## src/rtl/cnt4_2x_pkg.sv

```systemverilog
// Shared constants and standard-cell gate models for the cnt4_2x counter.
package cnt4_2x_pkg;

  localparam int          CNT_W   = 4;
  localparam logic [3:0]  CNT_RST = 4'b0000;
  localparam logic [3:0]  CNT_MAX = 4'b1111;

  // 2-input NAND cell.
  function automatic logic nand_2x(input logic a, input logic b);
    return ~(a & b);
  endfunction

  // 2-input NOR cell.
  function automatic logic nor_2x(input logic a, input logic b);
    return ~(a | b);
  endfunction

  // Inverter cell.
  function automatic logic inv(input logic a);
    return ~a;
  endfunction

  // 4-input AND from the downstream gate stage, reused for the terminal-count decode.
  function automatic logic and4_2x(input logic [3:0] a);
    return a[0] & a[1] & a[2] & a[3];
  endfunction

  // Exclusive-OR assembled from four NAND cells, used for the toggle of each counter bit.
  function automatic logic xor_nand(input logic a, input logic b);
    logic n1;
    n1 = nand_2x(a, b);
    return nand_2x(nand_2x(a, n1), nand_2x(b, n1));
  endfunction

endpackage

```

## src/rtl/dff_rstb_2x.sv

```systemverilog
// Single D flop with asynchronous active-low reset; one per stored counter bit.
module dff_rstb_2x #(
  parameter logic RST_VAL = 1'b0
) (
  input  logic clk,
  input  logic rst_n,
  input  logic d,
  output logic q
);

  // Capture d on the rising edge; reset forces the flop immediately, independent of the clock.
  always_ff @(posedge clk or negedge rst_n) begin
    if (!rst_n) begin
      q <= RST_VAL;
    end else begin
      q <= d;
    end
  end

endmodule

```

## src/rtl/cnt4_2x.sv

```systemverilog
// 4-bit loadable up-counter with terminal count, chainable carry-out and sticky overflow.
// Next-state logic is expressed purely in NAND/NOR/INV cells so it maps one-to-one onto the row.
module cnt4_2x
  import cnt4_2x_pkg::*;
(
  input  logic             CLK,
  input  logic             RSTB,
  input  logic             EN,
  input  logic             LD,
  input  logic [CNT_W-1:0] DIN,
  output logic [CNT_W-1:0] Q,
  output logic             TC,
  output logic             CO,
  output logic             OVF
);

  logic [CNT_W-1:0] q_q;
  logic [CNT_W-1:0] q_d;
  logic             ovf_q;
  logic             ovf_d;
  logic [CNT_W:0]   carry;
  logic [CNT_W-1:0] toggle;
  logic             ld_n;

  // Carry chain, per-bit toggle and load/increment/hold mux; carry[CNT_W] marks the wrap edge.
  always_comb begin
    carry  = '0;
    toggle = '0;
    q_d    = '0;
    ld_n   = inv(LD);
    carry[0] = EN;
    for (int i = 0; i < CNT_W; i++) begin
      toggle[i]  = xor_nand(q_q[i], carry[i]);
      carry[i+1] = inv(nand_2x(carry[i], q_q[i]));
      q_d[i]     = nand_2x(nand_2x(LD, DIN[i]), nand_2x(ld_n, toggle[i]));
    end
    ovf_d = nor_2x(LD, nor_2x(ovf_q, carry[CNT_W]));
  end

  // Counter state flops, one cell per bit.
  for (genvar g = 0; g < CNT_W; g++) begin : g_q_ff
    dff_rstb_2x #(.RST_VAL(CNT_RST[g])) u_q_ff (
      .clk   (CLK),
      .rst_n (RSTB),
      .d     (q_d[g]),
      .q     (q_q[g])
    );
  end

  // Sticky overflow flop: set by a wrap, cleared only by load or reset.
  dff_rstb_2x #(.RST_VAL(1'b0)) u_ovf_ff (
    .clk   (CLK),
    .rst_n (RSTB),
    .d     (ovf_d),
    .q     (ovf_q)
  );

  assign Q   = q_q;
  assign OVF = ovf_q;
  assign TC  = and4_2x(q_q);
  assign CO  = nor_2x(nand_2x(TC, EN), LD);

endmodule

```

## config.mk

```make
export PLATFORM = sky130hd
export DESIGN_NAME = cnt4_2x
export DESIGN_NICKNAME = d
export VERILOG_FILES = /design/src/rtl/cnt4_2x_pkg.sv /design/src/rtl/dff_rstb_2x.sv /design/src/rtl/cnt4_2x.sv
export SDC_FILE = /design/constraint.sdc
export NUM_CORES = 1
export LEC_CHECK = 0
export ABC_CLOCK_PERIOD_IN_PS = 1670
export BUFFER_PORTS_ARGS = -buffer_cell sky130_fd_sc_hd__buf_2
export CAP_MARGIN = 10
export CELL_PAD_IN_SITES_DETAIL_PLACEMENT = 1
export CELL_PAD_IN_SITES_GLOBAL_PLACEMENT = 1
export CORE_AREA = 2 2 39 41
export CTS_CLUSTER_SIZE = 30
export DETAILED_ROUTE_END_ITERATION = 8
export DIE_AREA = 0 0 41 43
export HOLD_SLACK_MARGIN = 0.1
export PLACE_DENSITY_LB_ADDON = 0.2
export SLEW_MARGIN = 20
export SYNTH_ARGS = -nofsm -noshare
export SYNTH_HDL_FRONTEND = slang
export SYNTH_SLANG_ARGS = --single-unit
```

## constraint.sdc

```tcl
create_clock -name CLK -period 1.67 [get_ports CLK]
set_input_delay 0.167 -clock CLK [delete_from_list [all_inputs] [get_ports CLK]]
set_output_delay 0.167 -clock CLK [all_outputs]
set_load 0.05 [all_outputs]
```

==> impl_metrics.env, run 1 <==
export IMPL_status="completed"
export IMPL_start_kind="flop"
export IMPL_root_buffer="clkbuf_4"
export IMPL_cts_path_max_buffers=2
export IMPL_multi_input_area_um2=123.9
export IMPL_tns_ps=0
export IMPL_die_width_um=41
export IMPL_grt_use_met3_pct=1.571
export IMPL_grt_busiest_layer="met2"
export IMPL_initial_core_util_pct=20.16
export IMPL_routed_wl_um=557
export IMPL_n_fill_cell=169
export IMPL_cp_common_cell="ha_1"
export IMPL_worstSetupEndpoint="g_q_ff[3].u_q_ff.q"
export IMPL_final_common_cell="buf_2"
export IMPL_grtUsageMet1_pct=8.553
export IMPL_first_global_vias=212
export IMPL_r2r_cells=5
export IMPL_path_clk_slew_ps=40
export IMPL_cp_end_kind="flop"
export IMPL_finalNetCount=49
export IMPL_port_buffers=14
export IMPL_post_route_period_util_pct=93.99
export IMPL_area_growth_pct=34.53
export IMPL_gr_total_overflow=0
export IMPL_tightest_slew_ps=251.1
export IMPL_seq_area_frac_synth_pct=44.84
export IMPL_rrSetupSlack_ps=100
export IMPL_dieArea_um2=1763
export IMPL_cts_tree="yes"
export IMPL_grt_met2_usage_pct=10.63
export IMPL_clkPwrFrac_pct=30.9
export IMPL_crit_cells=5
export IMPL_path_class="flop to flop"
export IMPL_slowest_delay_ps=390
export IMPL_ir_drop_mv=0.3203
export IMPL_timing_rr_start="g_q_ff[0].u_q_ff.q"
export IMPL_layout_min_cycle_time_ps=1570
export IMPL_via_per_inst=3.962
export IMPL_required_ps=1790
export IMPL_crit_family="adder cells"
export IMPL_syn_avg_cell_area_um2=13.29
export IMPL_muxShareOfSynthArea_pct=16.14
export IMPL_yosys_warnings=0
export IMPL_rsz0062_at_grt="false"
export IMPL_dieHeight_um=43
export IMPL_drtIter0Drc=0
export IMPL_cts_post_setup_buffers_inserted=0
export IMPL_cts_sinks=5
export IMPL_arrival_ps=1690
export IMPL_p_switching_uw=171.3
export IMPL_dr_pass1_iters=1
export IMPL_design_core_area_um2=1384
export IMPL_setup_violations=0
export IMPL_cp_startpoint="g_q_ff[0].u_q_ff.q"
export IMPL_synth_simple_area_share_pct=10.31
export IMPL_grt_max_degree=7
export IMPL_num_rows=14
export IMPL_worstSkewPairLatency_ps=240
export IMPL_hp_class="input pin to flop"
export IMPL_synth_cells=21
export IMPL_hpwl_um=486.8
export IMPL_relSlewSlack_pct=83.37
export IMPL_p_seq_share_pct=34.5
export IMPL_cp_num_buf_inv=0
export IMPL_final_util_pct=27.12
export IMPL_drive_gt1_share_pct=63.89
export IMPL_p_comb_share_pct=34.6
export IMPL_timing_fmax_mhz=637.1
export IMPL_cts_buffers_inserted=3
export IMPL_p_int_uw=279.9
export IMPL_synth_compound_area_share_pct=0
export IMPL_synth_xor_area_share_pct=0
export IMPL_layout_common_cells="buf_2 (14), dfrtp_1 (5), mux2_2 (4), ha_1 (4), clkbuf_4 (3)"
export IMPL_final_seq_area_um2=125.1
export IMPL_detail_route_wl_per_cell_um=10.71
export IMPL_htreeDepth=1
export IMPL_drc=0
export IMPL_swShare_pct=37.96
export IMPL_yosys_cell_types_count=7
export IMPL_p_per_area_nw_per_um2=1202
export IMPL_synth_seq_cells=5
export IMPL_insertedDiodeCount=0
export IMPL_boundaryPins=15
export IMPL_hold_viol_final=0
export IMPL_ant_nets=0
export IMPL_critPathMaxFanout=3
export IMPL_syn_area_um2=279.0
export IMPL_grt_antenna_before_repair=0
export IMPL_cellLeakagePower_nw=0.2031
export IMPL_grtUsageTotal_pct=7.887
export IMPL_yosys_area_share_adder_pct=17.94
export IMPL_gp_congestion=0.6806
export IMPL_cp_cell_sequence="ha_1 -> ha_1 -> ha_1 -> ha_1 -> mux2_2"
export IMPL_via_count=206
export IMPL_drv_cap=0
export IMPL_grt_pass1_wl_um=834
export IMPL_drv_slew=0
export IMPL_syn_nets=33
export IMPL_synth_top_family_by_area="adder cells"
export IMPL_regToRegEndpoint="g_q_ff[3].u_q_ff.q"
export IMPL_cp_slowest_cell="dfrtp_1"
export IMPL_fin_worst_skew_ps=0.1818
==> synth_stat cells <==
master / number / share of area (%)
and4_4: 1 / 4.0
and3b_2: 1 / 3.6
ha_1: 4 / 18
buf_4: 4 / 11
dfrtp_1: 5 / 45
nor2_1: 2 / 2.7
mux2_2: 4 / 16
==> through the flow <==
step           area (um2)  setup slack [ps]  total power [mW]  hold slack [ps]  cells
6_report            375.4             100.4            0.4512            156.7     52
4_1_cts             375.4             88.63            0.4657            148.3     52
3_3_place_gp        339.1             114.7            0.3139           -13.59     47
3_5_place_dp        339.1             92.92            0.3163           -9.715     47
2_1_floorplan       279.0             155.6            0.2951           -128.6     21
5_1_grt             375.4             46.99            0.4860            152.6     52
==> state kept, by name, indices dropped and copies added (netlist names) <==
signal	count
g_q_ff.u_q_ff.q	4
u_ovf_ff.q	1
==> final cells by class <==
type | count | area share [%]
Timing Repair Buffer | 15 | 21.33
Clock buffer | 4 | 7.000
Tap cell | 16 | 5.333
Sequential cell | 5 | 33.33
Multi-Input combinational cell | 12 | 33.00
==> routing by layer <==
layer,up-vias,share of wire [%]
met5,-,0
met4,0,2.9
met3,2,11
met2,11,49
met1,93,37
li1,100,-
==> power groups by stage <==
stage	combinational, mW	clock (mW)	sequential [mW]
2_1_floorplan	0.137	0	0.158
3_3_place_gp	0.157	0	0.157
3_5_place_dp	0.158	0	0.159
4_1_cts	0.160	0.149	0.157
5_1_grt	0.170	0.158	0.158
6_report	0.156	0.139	0.156
==> worst min path at each step <==
stage	from	endpoint	slack (ps)	cells past startpoint
floorplan	RSTB	g_q_ff[0].u_q_ff.q	-130	0
global placement	RSTB	u_ovf_ff.q	-10	1
detailed placement	RSTB	g_q_ff[3].u_q_ff.q	-10	1
CTS	DIN[2]	g_q_ff[2].u_q_ff.q	150	2
global route	DIN[0]	g_q_ff[0].u_q_ff.q	150	2
finish	DIN[0]	g_q_ff[0].u_q_ff.q	160	2
==> logic make-up (layout without fill, tap and decap cells) <==
logic type	Yosys count	count (layout)
AND/OR/NAND/NOR	4	4
multiplexers	4	4
buffers and inverters	4	19
adder cells (fa/ha/maj)	4	4
flip-flops	5	5
==> what timing repair did <==
item	in CTS	in global routing
hold endpoints to repair	5	0
hold buffers	1	0
gates resized for setup	0	0
setup endpoints to repair	0	0
(Power assumes the default switching activity.)
==> run 2, diff against run 1 <==
--- a/config.mk
+++ b/config.mk
@@ -10,10 +10,10 @@
 export CAP_MARGIN = 10
 export CELL_PAD_IN_SITES_DETAIL_PLACEMENT = 1
 export CELL_PAD_IN_SITES_GLOBAL_PLACEMENT = 1
-export CORE_AREA = 2 2 39 41
+export CORE_AREA = 4 4 41 43
 export CTS_CLUSTER_SIZE = 30
 export DETAILED_ROUTE_END_ITERATION = 8
-export DIE_AREA = 0 0 41 43
+export DIE_AREA = 0 0 45 47
 export HOLD_SLACK_MARGIN = 0.1
 export PLACE_DENSITY_LB_ADDON = 0.2
 export SLEW_MARGIN = 20
==> constraint.sdc (replaced) <==
create_clock -name CLK -period 1.67 [get_ports CLK]
set_input_delay 0.2505 -clock CLK [delete_from_list [all_inputs] [get_ports CLK]]
set_output_delay 0.2505 -clock CLK [all_outputs]
set_load 0.05 [all_outputs]
==> run 2 against run 1 <==
  * Sequential share of layout area increased by 0.11 points
  * Clock skew increased by 7.2 ps
  * First-iteration DRC count increased by 2
  * Highest routed layer is now met3
  * Sequential power about the same
  * Non-clock buffer count unchanged
  * Critical path type unchanged
  * Critical endpoint unchanged
  * Register-to-register slack about the same
  * Maximum frequency decreased by 0.52%
  * Cell area decreased by 0.33%
  * Largest cell class unchanged
  * Global-route usage decreased by 1.3 points
  * Utilization increased by 1.6 points
  * Die area increased by 20%
  * Count of clock-buffer cells in the layout unchanged
==> impl_metrics.env, run 2 (same netlist as run 1, synthesis figures left out) <==
export IMPL_status="completed"
export IMPL_largest_register_ffs=4
export IMPL_cts_resized=0
export IMPL_root_buffer="clkbuf_4"
export IMPL_grtUsageTotal_pct=6.598
export IMPL_path_class="flop to flop"
export IMPL_dieArea_um2=2115
export IMPL_holdPathStages=2
export IMPL_rrSetupSlack_ps=90
export IMPL_area_growth_pct=34.08
export IMPL_min_from="DIN[3]"
export IMPL_port_buffers=14
export IMPL_final_seq_area_um2=125.1
export IMPL_p_total_uw=447.4
export IMPL_hp_class="input pin to flop"
export IMPL_hpwl_um=496.7
export IMPL_grt_pass1_wl_um=931
export IMPL_detail_route_wl_per_cell_um=11.24
export IMPL_p_per_area_nw_per_um2=1196
export IMPL_n_fill_cell=165
export IMPL_final_common_cell="buf_2"
export IMPL_ir_drop_mv=0.4995
export IMPL_required_ps=1790
export IMPL_cts_tree="yes"
export IMPL_insertedDiodeCount=0
export IMPL_cts_path_max_buffers=2
export IMPL_cts_post_setup_buffers_inserted=0
export IMPL_rsz0062_at_grt="false"
export IMPL_first_global_vias=216
export IMPL_dieHeight_um=47
export IMPL_routed_wl_um=573
export IMPL_tightest_slew_ps=251.9
export IMPL_layout_common_cells="buf_2 (14), dfrtp_1 (5), mux2_2 (4), ha_1 (4), clkbuf_4 (3)"
export IMPL_design_core_area_um2=1301
export IMPL_boundaryPins=15
export IMPL_cp_end_kind="flop"
export IMPL_pre_cts_slack_ps=77.47
export IMPL_drv_slew=0
export IMPL_tns_ps=0
export IMPL_ant_nets=0
export IMPL_fin_worst_skew_ps=7.342
export IMPL_whs_endpoint="g_q_ff[3].u_q_ff.q"
export IMPL_timing_rr_start="g_q_ff[0].u_q_ff.q"
export IMPL_htreeDepth=1
export IMPL_die_width_um=45
export IMPL_hold_viol_final=0
export IMPL_r2r_cells=5
export IMPL_num_rows=13
export IMPL_regToRegEndpoint="g_q_ff[3].u_q_ff.q"
export IMPL_placed_area_um2=337.8
export IMPL_grt_antenna_before_repair=0
export IMPL_layout_min_cycle_time_ps=1578
export IMPL_fin_ws_ps=92.28
export IMPL_cts_buffers_inserted=3
export IMPL_critPathMaxFanout=3
export IMPL_timing_fmax_mhz=633.8
export IMPL_drive_gt1_share_pct=63.89
export IMPL_arrival_ps=1700
export IMPL_initial_core_util_pct=21.44
export IMPL_final_area_um2=374.1
export IMPL_holdWs_ps=243.9
export IMPL_gr_total_overflow=0
export IMPL_drtIter0Drc=2
export IMPL_relSlewSlack_pct=83.32
export IMPL_path_clk_slew_ps=50
export IMPL_cts_sinks=5
export IMPL_worstSkewPairLatency_ps=240
export IMPL_via_per_inst=4.039
export IMPL_dr_pass1_iters=2
export IMPL_top_register="g_q_ff.u_q_ff.q"
export IMPL_multi_input_area_um2=123.9
export IMPL_post_route_period_util_pct=94.47
export IMPL_finalNetCount=49
export IMPL_grt_max_degree=7
export IMPL_drv_cap=0
export IMPL_setup_violations=0
export IMPL_via_count=206
export IMPL_gp_congestion=0.6645
export IMPL_drc=0
export IMPL_cellLeakagePower_nw=0.2031
export IMPL_reg_largest_list="g_q_ff.u_q_ff.q (4), u_ovf_ff.q (1)"
export IMPL_start_kind="flop"
-- run 2: through the flow --
stage | cells | util (%)
final | 51 | 28.75
after global routing | 51 | 28.75
after CTS | 51 | 28.75
after detailed placement | 46 | 25.96
after global placement | 46 | 25.96
after floorplan | 21 | -
-- run 2: area by class of cell --
type | count | share of cell area (%)
Tap cell | 15 | 5.017
Multi-Input combinational cell | 12 | 33.11
Timing Repair Buffer | 15 | 21.40
Clock buffer | 4 | 7.023
Sequential cell | 5 | 33.44
-- run 2: layer usage --
layer  global-route usage, %  vias to the layer above  part of all wire [%]
met5                       0                        -                     0
met4                   5.263                        0                     0
met3                   5.364                        0                    10
met2                   9.040                        7                    47
met1                   6.481                       96                    42
li1                        -                      103                     -
-- run 2: report_power, final --
group	switching, mW	internal (mW)
Sequential	0.0150	0.141
Clock	0.0459	0.0901
Combinational	0.107	0.0488
Total	0.168	0.279
-- run 2: what timing repair did --
item,CTS,global route
hold endpoints to repair,5,0
hold buffers,1,0
endpoints found under the setup margin,0,0
-- run 2: worst max-delay path by stage --
stage / from / depth (start not counted) / end
floorplan: g_q_ff[0].u_q_ff.q / 5 / g_q_ff[3].u_q_ff.q
global placement: g_q_ff[0].u_q_ff.q / 5 / g_q_ff[3].u_q_ff.q
detailed placement: g_q_ff[0].u_q_ff.q / 5 / g_q_ff[3].u_q_ff.q
CTS: g_q_ff[0].u_q_ff.q / 5 / g_q_ff[3].u_q_ff.q
global route: g_q_ff[0].u_q_ff.q / 5 / g_q_ff[3].u_q_ff.q
finish: g_q_ff[0].u_q_ff.q / 5 / g_q_ff[3].u_q_ff.q
-- run 2: critical path, cell delays in order, from the launching register on --
cell     delay, ps
dfrtp_1        380
ha_1           190
ha_1           190
ha_1           180
ha_1           260
mux2_2         260
